## config.mk

```make
export PLATFORM = sky130hd
export DESIGN_NAME = clk_div_prog
export DESIGN_NICKNAME = d
export VERILOG_FILES = /design/src/rtl/clk_div_prog.sv
export SDC_FILE = /design/constraint.sdc
export NUM_CORES = 1
export LEC_CHECK = 0
export BUFFER_PORTS_ARGS = -buffer_cell sky130_fd_sc_hd__buf_2
export CAP_MARGIN = 10
export CORE_UTILIZATION = 50
export CTS_BUF_LIST = sky130_fd_sc_hd__clkbuf_8 sky130_fd_sc_hd__clkbuf_16
export DETAILED_ROUTE_END_ITERATION = 6
export GPL_ROUTABILITY_DRIVEN = 0
export PLACE_DENSITY = 0.82
export SYNTH_ARGS = -nofsm -noshare
export SYNTH_HDL_FRONTEND = slang
export SYNTH_SLANG_ARGS = --single-unit
```

## constraint.sdc

```tcl
create_clock -name clk -period 4 [get_ports clk]
set_clock_uncertainty 0.15 [all_clocks]
set_input_delay 0.8 -clock clk [delete_from_list [all_inputs] [get_ports clk]]
set_output_delay 0.8 -clock clk [all_outputs]
set_load 0.05 [all_outputs]
```

## src/rtl/clk_div_prog.sv

```systemverilog
// Runtime-programmable integer clock divider with glitch-free divisor updates.
// A new divisor is applied only at a period boundary. clk_out is a registered
// waveform, not a clock. Downstream logic should use rise_tick/fall_tick as
// enables.
module clk_div_prog #(
  parameter int unsigned WIDTH       = 8,
  parameter int unsigned DEFAULT_DIV = 4
) (
  input  logic             clk,
  input  logic             rst,
  input  logic             en,
  input  logic [WIDTH-1:0] div_val,
  input  logic             div_load,
  output logic             clk_out,
  output logic             rise_tick,
  output logic             fall_tick,
  output logic [WIDTH-1:0] cnt,
  output logic             cfg_pend,
  output logic             cfg_err
);

  localparam logic [WIDTH-1:0] DIV_RST = WIDTH'(DEFAULT_DIV);
  localparam logic [WIDTH-1:0] DIV_MIN = WIDTH'(2);
  localparam logic [WIDTH-1:0] ONE     = WIDTH'(1);

  logic [WIDTH-1:0] cnt_q, cnt_d;
  logic [WIDTH-1:0] n_act_q, n_act_d;
  logic [WIDTH-1:0] n_pend_q, n_pend_d;
  logic             clk_out_q, clk_out_d;
  logic             rise_q, rise_d;
  logic             fall_q, fall_d;
  logic             cfg_pend_q, cfg_pend_d;
  logic             cfg_err_q, cfg_err_d;

  logic [WIDTH-1:0] half_c;
  logic [WIDTH-1:0] cnt_inc_c;
  logic [WIDTH-1:0] load_val_c;
  logic             wrap_c;
  logic             too_small_c;

  // Decode the period boundary and the clamped load value.
  always_comb begin
    half_c      = n_act_q >> 1;
    cnt_inc_c   = cnt_q + ONE;
    wrap_c      = en && (cnt_q == (n_act_q - ONE));
    too_small_c = (div_val < DIV_MIN);
    load_val_c  = too_small_c ? DIV_MIN : div_val;
  end

  // Next-state: advance the phase, shape the waveform, manage divisor handoff.
  always_comb begin
    cnt_d      = cnt_q;
    n_act_d    = n_act_q;
    n_pend_d   = n_pend_q;
    clk_out_d  = clk_out_q;
    rise_d     = 1'b0;
    fall_d     = 1'b0;
    cfg_pend_d = cfg_pend_q;
    cfg_err_d  = 1'b0;

    if (en) begin
      if (wrap_c) begin
        cnt_d     = '0;
        clk_out_d = 1'b1;
        rise_d    = 1'b1;
        if (cfg_pend_q) begin
          n_act_d    = n_pend_q;
          cfg_pend_d = 1'b0;
        end
      end else begin
        cnt_d = cnt_inc_c;
        if (cnt_inc_c == half_c) begin
          clk_out_d = 1'b0;
          fall_d    = 1'b1;
        end
      end
    end

    // A load on the wrap cycle applies directly to the period that starts now.
    if (div_load) begin
      cfg_err_d = too_small_c;
      n_pend_d  = load_val_c;
      if (wrap_c) begin
        n_act_d    = load_val_c;
        cfg_pend_d = 1'b0;
      end else begin
        cfg_pend_d = 1'b1;
      end
    end
  end

  // State registers with synchronous reset.
  always_ff @(posedge clk) begin
    if (rst) begin
      cnt_q      <= DIV_RST - ONE;
      n_act_q    <= DIV_RST;
      n_pend_q   <= DIV_RST;
      clk_out_q  <= 1'b0;
      rise_q     <= 1'b0;
      fall_q     <= 1'b0;
      cfg_pend_q <= 1'b0;
      cfg_err_q  <= 1'b0;
    end else begin
      cnt_q      <= cnt_d;
      n_act_q    <= n_act_d;
      n_pend_q   <= n_pend_d;
      clk_out_q  <= clk_out_d;
      rise_q     <= rise_d;
      fall_q     <= fall_d;
      cfg_pend_q <= cfg_pend_d;
      cfg_err_q  <= cfg_err_d;
    end
  end

  assign clk_out   = clk_out_q;
  assign rise_tick = rise_q;
  assign fall_tick = fall_q;
  assign cnt       = cnt_q;
  assign cfg_pend  = cfg_pend_q;
  assign cfg_err   = cfg_err_q;

endmodule

```

==> key figures, run 1 <==
Power and ir drop
  • Pwr Density: 588 nW/um^2
  • Net Switching: 0.451 mW
  • Comb power frac: 0.363
  • Worst IR drop on VDD: 0.323 mV
  • Tot Pwr: 1.14 mW
  • P_int: 0.689 mW
  • Switching share of power: 0.396
  • Seq pwr share: 0.355
  • Leak: 0.791 nW
  • Clock power share: 0.283

Clock network
  • Clk Latency, worst-skew pair: 290 ps
  • Clock Sinks: 29
  • Clk buf depth: 2
  • Reg clk slew, reported paths: 60 ps
  • H-tree depth: 2
  • Hold buffer count at cts: 0
  • CTS Buf Count: 5
  • Post-CTS Setup Repair Bufs: 0
  • Root buffer cell: clkbuf_8
  • CTS tree: built
  • Resized cells post-CTS: 0

STA
  • RSZ-0062 raised after global routing: false
  • Fin Setup TNS: 0 ps
  • Final setup fails: 0
  • Max frequency: 0.419 GHz
  • Count of pins over their slew limit: 0
  • Worst-margin pin slew: 582 ps
  • Rel. slew slack: 0.612
  • Final worst path period need: 2390 ps
  • Final period utilization: 0.596
  • Final hold vios: 0

Floorplanning
  • Initial Util: 0.548
  • Die ar.: 3690 um^2
  • Vert. Die Dim: 60.8 um
  • Row count: 20
  • Core area: 3150 um^2
  • # IOs: 25
  • Die extent in x: 60.8 um

Min path
  • Worst Hold Launch: n_pend_q[0]
  • Worst hold-check path type: reg2reg
  • Hold EP: n_pend_q[0]
  • Hold Path Depth: 2

Detailed routing
  • Via density: 5.54
  • WL/cell: 13.0 um
  • DR iter-0 viols: 62
  • Final WL: 3560 um
  • Vias: 1518
  • # DRC: 0
  • Pre-antenna DRT Iters: 4
  • Antenna Nets Post-Route: 0

Placement
  • HPWL after detailed placement: 2500 um
  • Port Buffers: 24
  • Placed insts: 266

Final layout
  • Final net count: 243
  • Antenna Cells: 0
  • Layout area overhead: 12.2%
  • Layout Cells excl Fill: 274
  • Fillers: 300
  • Share of layout cells above drive strength 1: 0.165
  • Footprint of the multi-input gates: 1020 um^2
  • Reg area: 581 um^2
  • Post-layout util: 0.615

Logic synthesis
  • Yosys reg bits: 29
  • Syn nets: 229
  • Cell with the most instances after synthesis: dfxtp_1
  • Register area share after synthesis: 0.336
  • Post-synth top cells: dfxtp_1, nand2_1, nor2_1, inv_1
  • Number of enable flip-flop cells after synthesis: 0
  • Synth area leaders: dfxtp_1, nand2_1, xnor2_1
  • Mapped Cells: 215
  • Mean post-synth cell area: 8.04 um^2
  • Synth warn: 0
  • Asr flop ratio synth: 0
  • Post-Syn Area: 1730 um^2
  • Proportion of netlist area held by the largest area contributor: 0.336
  • Synth area leader: dfxtp_1
  • Synth cell types: 50
  • Ys flop type: dfxtp_1

Worst setup path
  • R2R Path Start: n_act_q[0]
  • Crit path arrival time: 2420 ps
  • CP Max Fanout: 11
  • Critical Path End Type: flip-flop
  • Reg2reg path depth: 9
  • Critical path startpoint category: flip-flop
  • Crit Path Category: reg2reg
  • Flop2flop setup slack: 1610 ps
  • Worst r2r dst: n_act_q[2]
  • CP required: 4030 ps

Outcome
  • Outcome: finished, final reports clean

Global routing
  • Vias in the first global route: 1334
  • GRT Total Usage: 0.223
  • Initial antenna violation count: 0
  • First-pass GRT wire length: 5940 um
  • Gr ovfl total: 0
  • Largest net degree at the start of global routing: 35

Flow run
  • Max-Cap Viols: 0
## per-layer routing
| metal | vias to the layer above | global-route usage | part of all wire |
|---|---|---|---|
| met5 | - | 0 | 0 |
| met4 | 0 | 0.130 | 0.025 |
| met3 | 10 | 0.0512 | 0.041 |
| met2 | 32 | 0.370 | 0.49 |
| met1 | 698 | 0.263 | 0.45 |
| li1 | 778 | - | - |
## placed cells by master, fill, tap and decap left out, types with 2 or more instances in the layout
master,Yosys,final
dfxtp_1,29,29
nand2_1,25,25
buf_2,6,24
nor2_1,20,20
inv_1,11,11
xnor2_1,10,10
nand3_1,10,10
o21ai_0,10,10
xor2_1,9,9
a21oi_1,8,8
a221oi_1,7,7
clkbuf_8,0,6
nor3_1,5,5
mux2i_1,5,5
nor4_1,4,4
nand3b_1,4,4
o211ai_1,3,3
a211oi_1,3,3
nor2b_1,3,3
nand2b_1,2,2
o21bai_1,2,2
nor3b_1,2,2
nand4b_1,2,2
ha_1,2,2
## logic make-up after synthesis
logic type,count (synthesis),synth area share
compound gates,44,0.181
xor+xnor,19,0.0963
fa+ha+maj,2,0.0145
buf+inv,28,0.0724
flops,29,0.336
mux,5,0.0290
simple gates,88,0.271
## how the worst max path moves through the flow
| stage | start | endpoint | cells past startpoint |
|---|---|---|---|
| after floorplan | cnt[4] | n_act_q[2] | 8 |
| after global placement | n_act_q[0] | n_act_q[2] | 9 |
| after detailed placement | n_act_q[0] | n_act_q[2] | 9 |
| after CTS | n_act_q[0] | n_act_q[2] | 9 |
| after global routing | n_act_q[0] | n_act_q[2] | 9 |
| final | n_act_q[0] | n_act_q[2] | 9 |
## critical path: stages (launching register included)
cell and delay [ps]:
dfxtp_1 390, inv_1 80, ha_1 300, o21bai_1 190, a211oi_1 230, o21bai_1 110
nand2_2 90, and3_4 280, o21ai_4 110, a221o_1 350
## sequential cells by signal, summed over array words and instances (netlist names)
signal and cells:
cfg_pend 1, rise_tick 1, n_act_q 8, fall_tick 1, cnt 8, clk_out 1, n_pend_q 8, cfg_err 1
## through the flow
step	worst slack, ps	hold WS (ps)	area [um^2]
finish	1610	319	1940
global route	1480	360	1940
CTS	1600	320	1940
detailed placement	1620	310	1820
global placement	1650	309	1820
floorplan	1620	295	1730
## area by class of cell
type | instances | area share
multi-input combinational | 158 | 0.527
timing repair buffer | 24 | 0.0619
clock buffer | 6 | 0.0426
clock inverter | 2 | 0.0194
inverter | 11 | 0.0213
sequential | 29 | 0.299
tap | 44 | 0.0284
## power groups by stage
stage               clock, mW  combinational, mW  sequential [mW]
CTS                     0.326              0.415            0.403
finish                  0.322              0.414            0.404
global placement            0              0.409            0.408
detailed placement          0              0.411            0.408
floorplan                   0              0.305            0.446
global route            0.337              0.455            0.412
(Power assumes the default switching activity.)
==> run 2: changes to the inputs <==
--- a/config.mk
+++ b/config.mk
@@ -5,6 +5,7 @@
 export SDC_FILE = /design/constraint.sdc
 export NUM_CORES = 1
 export LEC_CHECK = 0
+export ABC_AREA = 1
 export BUFFER_PORTS_ARGS = -buffer_cell sky130_fd_sc_hd__buf_2
 export CAP_MARGIN = 10
 export CORE_UTILIZATION = 50
==> constraint.sdc (replaced) <==
create_clock -name clk -period 2.27 [get_ports clk]
set_clock_uncertainty 0.15 [all_clocks]
set_input_delay 0.454 -clock clk [delete_from_list [all_inputs] [get_ports clk]]
set_output_delay 0.454 -clock clk [all_outputs]
set_load 0.05 [all_outputs]
==> key figures, run 2 <==
Logic synthesis
  • Mapped Cells: 252 (+17%)
  • Number of enable flip-flop cells after synthesis: 0 (unchanged)
  • Post-Syn Area: 1770 um^2 (+2.2%)
  • Synth warn: 0 (unchanged)
  • Mean post-synth cell area: 7.01 um^2 (-13%)
  • Register area share after synthesis: 0.329 (-0.00714)
  • Asr flop ratio synth: 0 (unchanged)
  • Syn nets: 266 (+16%)
  • Synth area leaders: dfxtp_1, nand2_1, nor2_1
  • Yosys reg bits: 29 (unchanged)
  • Cell with the most instances after synthesis: nand2_1
  • Synth area leader: dfxtp_1
  • Ys flop type: dfxtp_1
  • Post-synth top cells: nand2_1, nor2_1, dfxtp_1, inv_1, o21ai_0
  • Synth cell types: 37 (-26%)
  • Proportion of netlist area held by the largest area contributor: 0.329 (-0.00714)

Floorplanning
  • Die ar.: 3770 um^2 (+2.1%)
  • Vert. Die Dim: 61.4 um (+1.0%)
  • Die extent in x: 61.4 um (+1.0%)
  • # IOs: 25 (unchanged)
  • Core area: 3360 um^2 (+6.7%)
  • Row count: 21 (+5.0%)
  • Initial Util: 0.525 (-0.0231)

Global routing
  • First-pass GRT wire length: 5910 um (-0.57%)
  • GRT met1 Usage: 0.272 (+0.00958)
  • Met2 usage: 0.370 (-0.000921)
  • Vias in the first global route: 1366 (+2.4%)
  • Grt met3 use: 0.0567 (+0.00555)
  • Largest net degree at the start of global routing: 19 (-46%)
  • Top Usage Layer GRT: met2
  • Gr ovfl total: 0 (unchanged)
  • GRT Total Usage: 0.218 (-0.00483)
  • Initial antenna violation count: 0 (unchanged)

Placement
  • Placed insts: 316 (+19%)
  • HPWL after detailed placement: 2710 um (+8.7%)
  • Port Buffers: 24 (unchanged)

Worst setup path
  • Most frequent CP cell: nand2_1
  • CP max stage delay: 350 ps (-40 ps)
  • Crit path max-delay family: simple AND/OR/NAND/NOR gates
  • CP cell instances: inv_2 -> ha_1 -> inv_1 -> nand2_1 -> nand2_1 -> nor2_2 -> nand2_2 -> nor2_4 -> nand3_4 -> nor2_8 -> buf_4 -> nand4_4 -> nand2_1 -> o21ai_1 -> nor2b_1
  • Critical path startpoint category: flip-flop
  • Crit Path Category: reg2reg
  • Slowest CP cell: dfxtp_2
  • CP Buf/Inv Count: 3 (+2)
  • Crit path arrival time: 2170 ps (-250 ps)
  • CP Max Fanout: 5 (-6)
  • Critical Path End Type: flip-flop
  • CP required: 2310 ps (-1720 ps)

Clock network
  • CTS tree: built
  • Clk buf depth: 2 (unchanged)
  • H-tree depth: 2 (unchanged)
  • Reg clk slew, reported paths: 60 ps (about the same)
  • Clock Sinks: 29 (unchanged)
  • Hold buffer count at cts: 0 (unchanged)
  • Clk Latency, worst-skew pair: 290 ps (about the same)
  • CTS Buf Count: 5 (unchanged)
  • Root buffer cell: clkbuf_8

Final layout
  • Antenna Cells: 0 (unchanged)
  • Final net count: 297 (+22%)
  • Post-layout util: 0.634 (+0.0188)
  • Layout area overhead: 20.8%
  • Layout Cells excl Fill: 330 (+20%)
  • Commonest cells after routing, fill and taps aside: nand2_1, nor2_1, dfxtp_1
  • Commonest non-fill, non-tap cell in the layout: nand2_1
  • Share of layout cells above drive strength 1: 0.261 (+0.0953)
  • Fillers: 317 (+5.7%)

STA
  • Rel. slew slack: 0.692 (+0.0796)
  • Final setup fails: 0 (unchanged)
  • Final period utilization: 0.941 (+0.345)
  • Final worst path period need: 2140 ps (-249 ps)
  • Max frequency: 0.468 GHz (+12%)
  • Fin Setup TNS: 0 ps (unchanged)
  • Count of pins over their slew limit: 0 (unchanged)
  • Final hold vios: 0 (unchanged)
  • Worst-margin pin slew: 462 ps (-120 ps)

Detailed routing
  • Antenna Nets Post-Route: 0 (unchanged)
  • Via density: 5.08 (-8.3%)
  • DR iter-0 viols: 81 (+31%)
  • Pre-antenna DRT Iters: 4 (unchanged)
  • Vias: 1677 (+10%)
  • Final WL: 3790 um (+6.5%)
  • # DRC: 0 (unchanged)
  • WL/cell: 11.5 um (-12%)

Power and ir drop
  • Leak: 0.990 nW (+25%)
  • Worst IR drop on VDD: 0.719 mV (+120%)
  • Pwr Density: 1470 nW/um^2 (+150%)
  • Tot Pwr: 3.13 mW (+170%)

Flow run
  • Max-Cap Viols: 0 (unchanged)

Outcome
  • Outcome: finished, final reports clean

Min path
  • Worst hold-check path type: in2reg
[run 2: changes by cell type after synthesis, sizes merged, moves of 7 or more]
cell / previous run / this run
a221oi: 7 / 0
inv: 11 / 28
nand2: 26 / 67
nand3: 10 / 18
nor2: 20 / 39
o21ai: 11 / 21
xnor2: 10 / 2
[run 2: kinds of logic (layout without fill, tap and decap cells)]
logic type,Yosys count,after routing,synth area share
AO/OA/AOI/OAI,34,34,0.110
XOR/XNOR,9,9,0.0532
adder cells (fa/ha/maj),2,2,0.0142
buffers and inverters,36,66,0.0843
flip-flops,29,29,0.329
AND/OR/NAND/NOR,142,144,0.410
[run 2: power breakdown]
part | internal [mW] | total, mW | switching, mW
clock | 0.353 | 0.562 | 0.210
sequential | 0.618 | 0.767 | 0.149
combinational | 0.725 | 1.80 | 1.07
[run 2: worst register-to-register path, stage by stage (launching register included)]
cell	delay [ps]
dfxtp_2	350
inv_2	60
ha_1	290
inv_1	40
nand2_1	50
nand2_1	50
nor2_2	110
nand2_2	70
nor2_4	90
nand3_4	90
nor2_8	170
buf_4	150
nand4_4	100
nand2_1	90
o21ai_1	60
nor2b_1	120
[run 2: cell type report]
| cell class | count | area, um^2 | area share |
|---|---|---|---|
| well taps | 46 | 57.6 | 0.0270 |
| flip-flops and latches | 29 | 583 | 0.273 |
| multi-input cells | 189 | 1100 | 0.514 |
| inverters | 29 | 109 | 0.0511 |
| clock inverters | 2 | 33.8 | 0.0158 |
| repair buffers | 29 | 170 | 0.0798 |
| clock buffers | 6 | 82.6 | 0.0387 |
[run 2: metrics by stage]
| step | setup slack (ps) | instance area (um^2) | hold slack [ps] |
|---|---|---|---|
| 2_1_floorplan | 60.7 | 1770 | 274 |
| 3_3_place_gp | 106 | 1910 | 302 |
| 3_5_place_dp | 39.2 | 1910 | 306 |
| 4_1_cts | 12.1 | 2030 | 271 |
| 5_1_grt | -18.9 | 2130 | 309 |
| 6_report | 134 | 2130 | 279 |
[run 2: final timing paths]
| path | startpoint | endpoint | slack, ps | cells after the start |
|---|---|---|---|---|
| hold / removal | div_val[2] | n_pend_q[2] | 280 | 3 |
| setup / recovery | n_act_q[0] | n_act_q[4] | 130 | 15 |
| setup reg to reg | n_act_q[0] | n_act_q[4] | 130 | 15 |
| hold reg to reg | n_pend_q[6] | n_pend_q[6] | 320 | 2 |
[run 2: layer usage]
layer / wire [um] / part of all wire
met5: 0 / 0
met4: 51 / 0.013
met3: 130 / 0.034
met2: 1850 / 0.49
met1: 1770 / 0.47
[run 2: what timing repair did]
item / CTS / global route
gates resized for setup: 0 / 14
buffers inserted: 0 / 4
endpoints found under the setup margin: 0 / 8
==> run 3: changes to the inputs <==
--- a/config.mk
+++ b/config.mk
@@ -12,7 +12,7 @@
 export CTS_BUF_LIST = sky130_fd_sc_hd__clkbuf_8 sky130_fd_sc_hd__clkbuf_16
 export DETAILED_ROUTE_END_ITERATION = 6
 export GPL_ROUTABILITY_DRIVEN = 0
-export PLACE_DENSITY = 0.82
+export PLACE_DENSITY = 0.67
 export SYNTH_ARGS = -nofsm -noshare
 export SYNTH_HDL_FRONTEND = slang
 export SYNTH_SLANG_ARGS = --single-unit
==> constraint.sdc (replaced) <==
create_clock -name clk -period 2.35 [get_ports clk]
set_clock_uncertainty 0.15 [all_clocks]
set_input_delay 0.47 -clock clk [delete_from_list [all_inputs] [get_ports clk]]
set_output_delay 0.47 -clock clk [all_outputs]
set_load 0.05 [all_outputs]
==> key figures, run 3 (same netlist as run 2, synthesis figures left out) <==
Global routing
  • Gr ovfl total: 0 (unchanged)
  • First-pass GRT wire length: 5800 um (-1.9%)
  • GRT Total Usage: 0.215 (-0.00291)
  • Largest net degree at the start of global routing: 19 (unchanged)
  • Initial antenna violation count: 0 (unchanged)
  • Vias in the first global route: 1337 (-2.1%)

Final layout
  • Commonest non-fill, non-tap cell in the layout: nand2_1
  • Footprint of the multi-input gates: 1070 um^2 (-2.7%)
  • Final Cell Area: 2020 um^2 (-5.1%)
  • Reg area: 581 um^2 (-0.43%)
  • Antenna Cells: 0 (unchanged)
  • Commonest cells after routing, fill and taps aside: nand2_1, nor2_1, dfxtp_1
  • Layout area overhead: 14.6%
  • Final net count: 292 (-1.7%)
  • Share of layout cells above drive strength 1: 0.226 (-0.0348)
  • Layout Cells excl Fill: 325 (-1.5%)
  • Fillers: 366 (+15%)
  • Post-layout util: 0.602 (-0.0324)

Clock network
  • Root buffer cell: clkbuf_8
  • H-tree depth: 2 (unchanged)
  • Clock Sinks: 29 (unchanged)
  • Clk buf depth: 2 (unchanged)
  • CTS Buf Count: 5 (unchanged)
  • Clk Latency, worst-skew pair: 290 ps (about the same)
  • CTS tree: built
  • Hold buffer count at cts: 0 (unchanged)
  • Reg clk slew, reported paths: 70 ps (about the same)

Worst setup path
  • Worst r2r dst: n_act_q[1]
  • Critical Path End Type: flip-flop
  • Crit path arrival time: 2200 ps (+30 ps)
  • Critical path startpoint category: flip-flop
  • CP required: 2370 ps (+60 ps)
  • CP Max Fanout: 9 (+4)
  • R2R Path Start: n_act_q[0]
  • Flop2flop setup slack: 180 ps (+40 ps)
  • Reg2reg path depth: 12 (-3)
  • Crit Path Category: reg2reg

Floorplanning
  • Row count: 21 (unchanged)
  • Core area: 3360 um^2 (unchanged)
  • Initial Util: 0.525 (unchanged)
  • Die ar.: 3770 um^2 (unchanged)
  • # IOs: 25 (unchanged)
  • Die extent in x: 61.4 um (unchanged)
  • Vert. Die Dim: 61.4 um (unchanged)

Detailed routing
  • Vias: 1580 (-5.8%)
  • DR iter-0 viols: 59 (-27%)
  • Antenna Nets Post-Route: 0 (unchanged)
  • # DRC: 0 (unchanged)
  • Via density: 4.86 (-4.3%)
  • WL/cell: 11.7 um (+1.7%)
  • Final WL: 3800 um (+0.16%)
  • Pre-antenna DRT Iters: 4 (unchanged)

STA
  • Final period utilization: 0.924 (-0.0170)
  • RSZ-0062 raised after global routing: true
  • Worst-margin pin slew: 452 ps (-9.54 ps)
  • Rel. slew slack: 0.698 (+0.00637)
  • Max frequency: 0.460 GHz (-1.6%)
  • Final worst path period need: 2170 ps (+35.4 ps)
  • Final hold vios: 0 (unchanged)
  • Final hold slack: 285 ps (+5.92 ps)
  • Final setup fails: 0 (unchanged)
  • Count of pins over their slew limit: 0 (unchanged)
  • Post-route setup slack: 178 ps (+44.6 ps)
  • Fin Setup TNS: 0 ps (unchanged)

Min path
  • Hold Path Depth: 3 (unchanged)
  • Worst hold-check path type: in2reg
  • Worst Hold Launch: div_val[2]
  • Hold EP: n_pend_q[2]

Power and ir drop
  • Tot Pwr: 2.59 mW (-17%)
  • Worst IR drop on VDD: 0.651 mV (-9.4%)
  • Leak: 0.949 nW (-4.2%)
  • Pwr Density: 1280 nW/um^2 (-13%)

Placement
  • HPWL after detailed placement: 2760 um (+1.7%)
  • Port Buffers: 24 (unchanged)
  • Setup slack after placement: 160 ps (+120 ps)
  • DP Area: 1910 um^2 (unchanged)
  • Placed insts: 316 (unchanged)

Flow run
  • Max-Cap Viols: 0 (unchanged)

Outcome
  • Outcome: finished, final reports clean
## run 3: cell count changes in the layout (fill, tap and decap cells not counted), sizes merged
cell    before  now
bufinv       1    0
nand4        7    6
buf         29   25
clkinv       1    3
clkbuf       6    5
## run 3: critical path, stage by stage, from the launching register on
cell and delay [ps]:
dfxtp_1 400, inv_2 80, ha_1 300, nand2_1 70
nand2_1 60, nor2_2 90, nand2_1 80, nor2_4 100
nand3_4 90, nor2_8 200, nand4_4 180, o21ai_0 200
nor2_1 70
## run 3: power breakdown
group	internal (mW)	leakage (nW)	switching, mW
clock	0.200	0.0491	0.195
combinational	0.504	0.662	0.951
sequential	0.595	0.238	0.140
total	1.30	0.949	1.29
## run 3: routing by layer
metal	routed length (um)	vias to the layer above	global-route usage
met4	57	0	0.0762
met5	0	-	0
met1	1830	692	0.265
li1	-	855	-
met2	1800	27	0.363
met3	112	6	0.0567
## run 3: layout make-up
cell class,count,area share
Clock buffer,5,0.0340
Clock inverter,3,0.00680
Inverter,29,0.0538
Multi-Input combinational cell,188,0.527
Sequential cell,29,0.287
Tap cell,46,0.0284
Timing Repair Buffer,25,0.0631
## run 3: timing repair
action	4_1_cts	5_1_grt
resized for setup	0	2
buffers inserted	0	0
endpoints found under the setup margin	0	7
## run 3: worst max-delay path by stage
stage	from	to	slack, ps
floorplan	cnt[0]	clk_out	140
global placement	n_act_q[0]	n_act_q[7]	180
detailed placement	n_act_q[0]	n_act_q[7]	160
CTS	n_act_q[0]	n_act_q[7]	150
global route	n_act_q[0]	n_act_q[1]	-30
finish	n_act_q[0]	n_act_q[1]	180
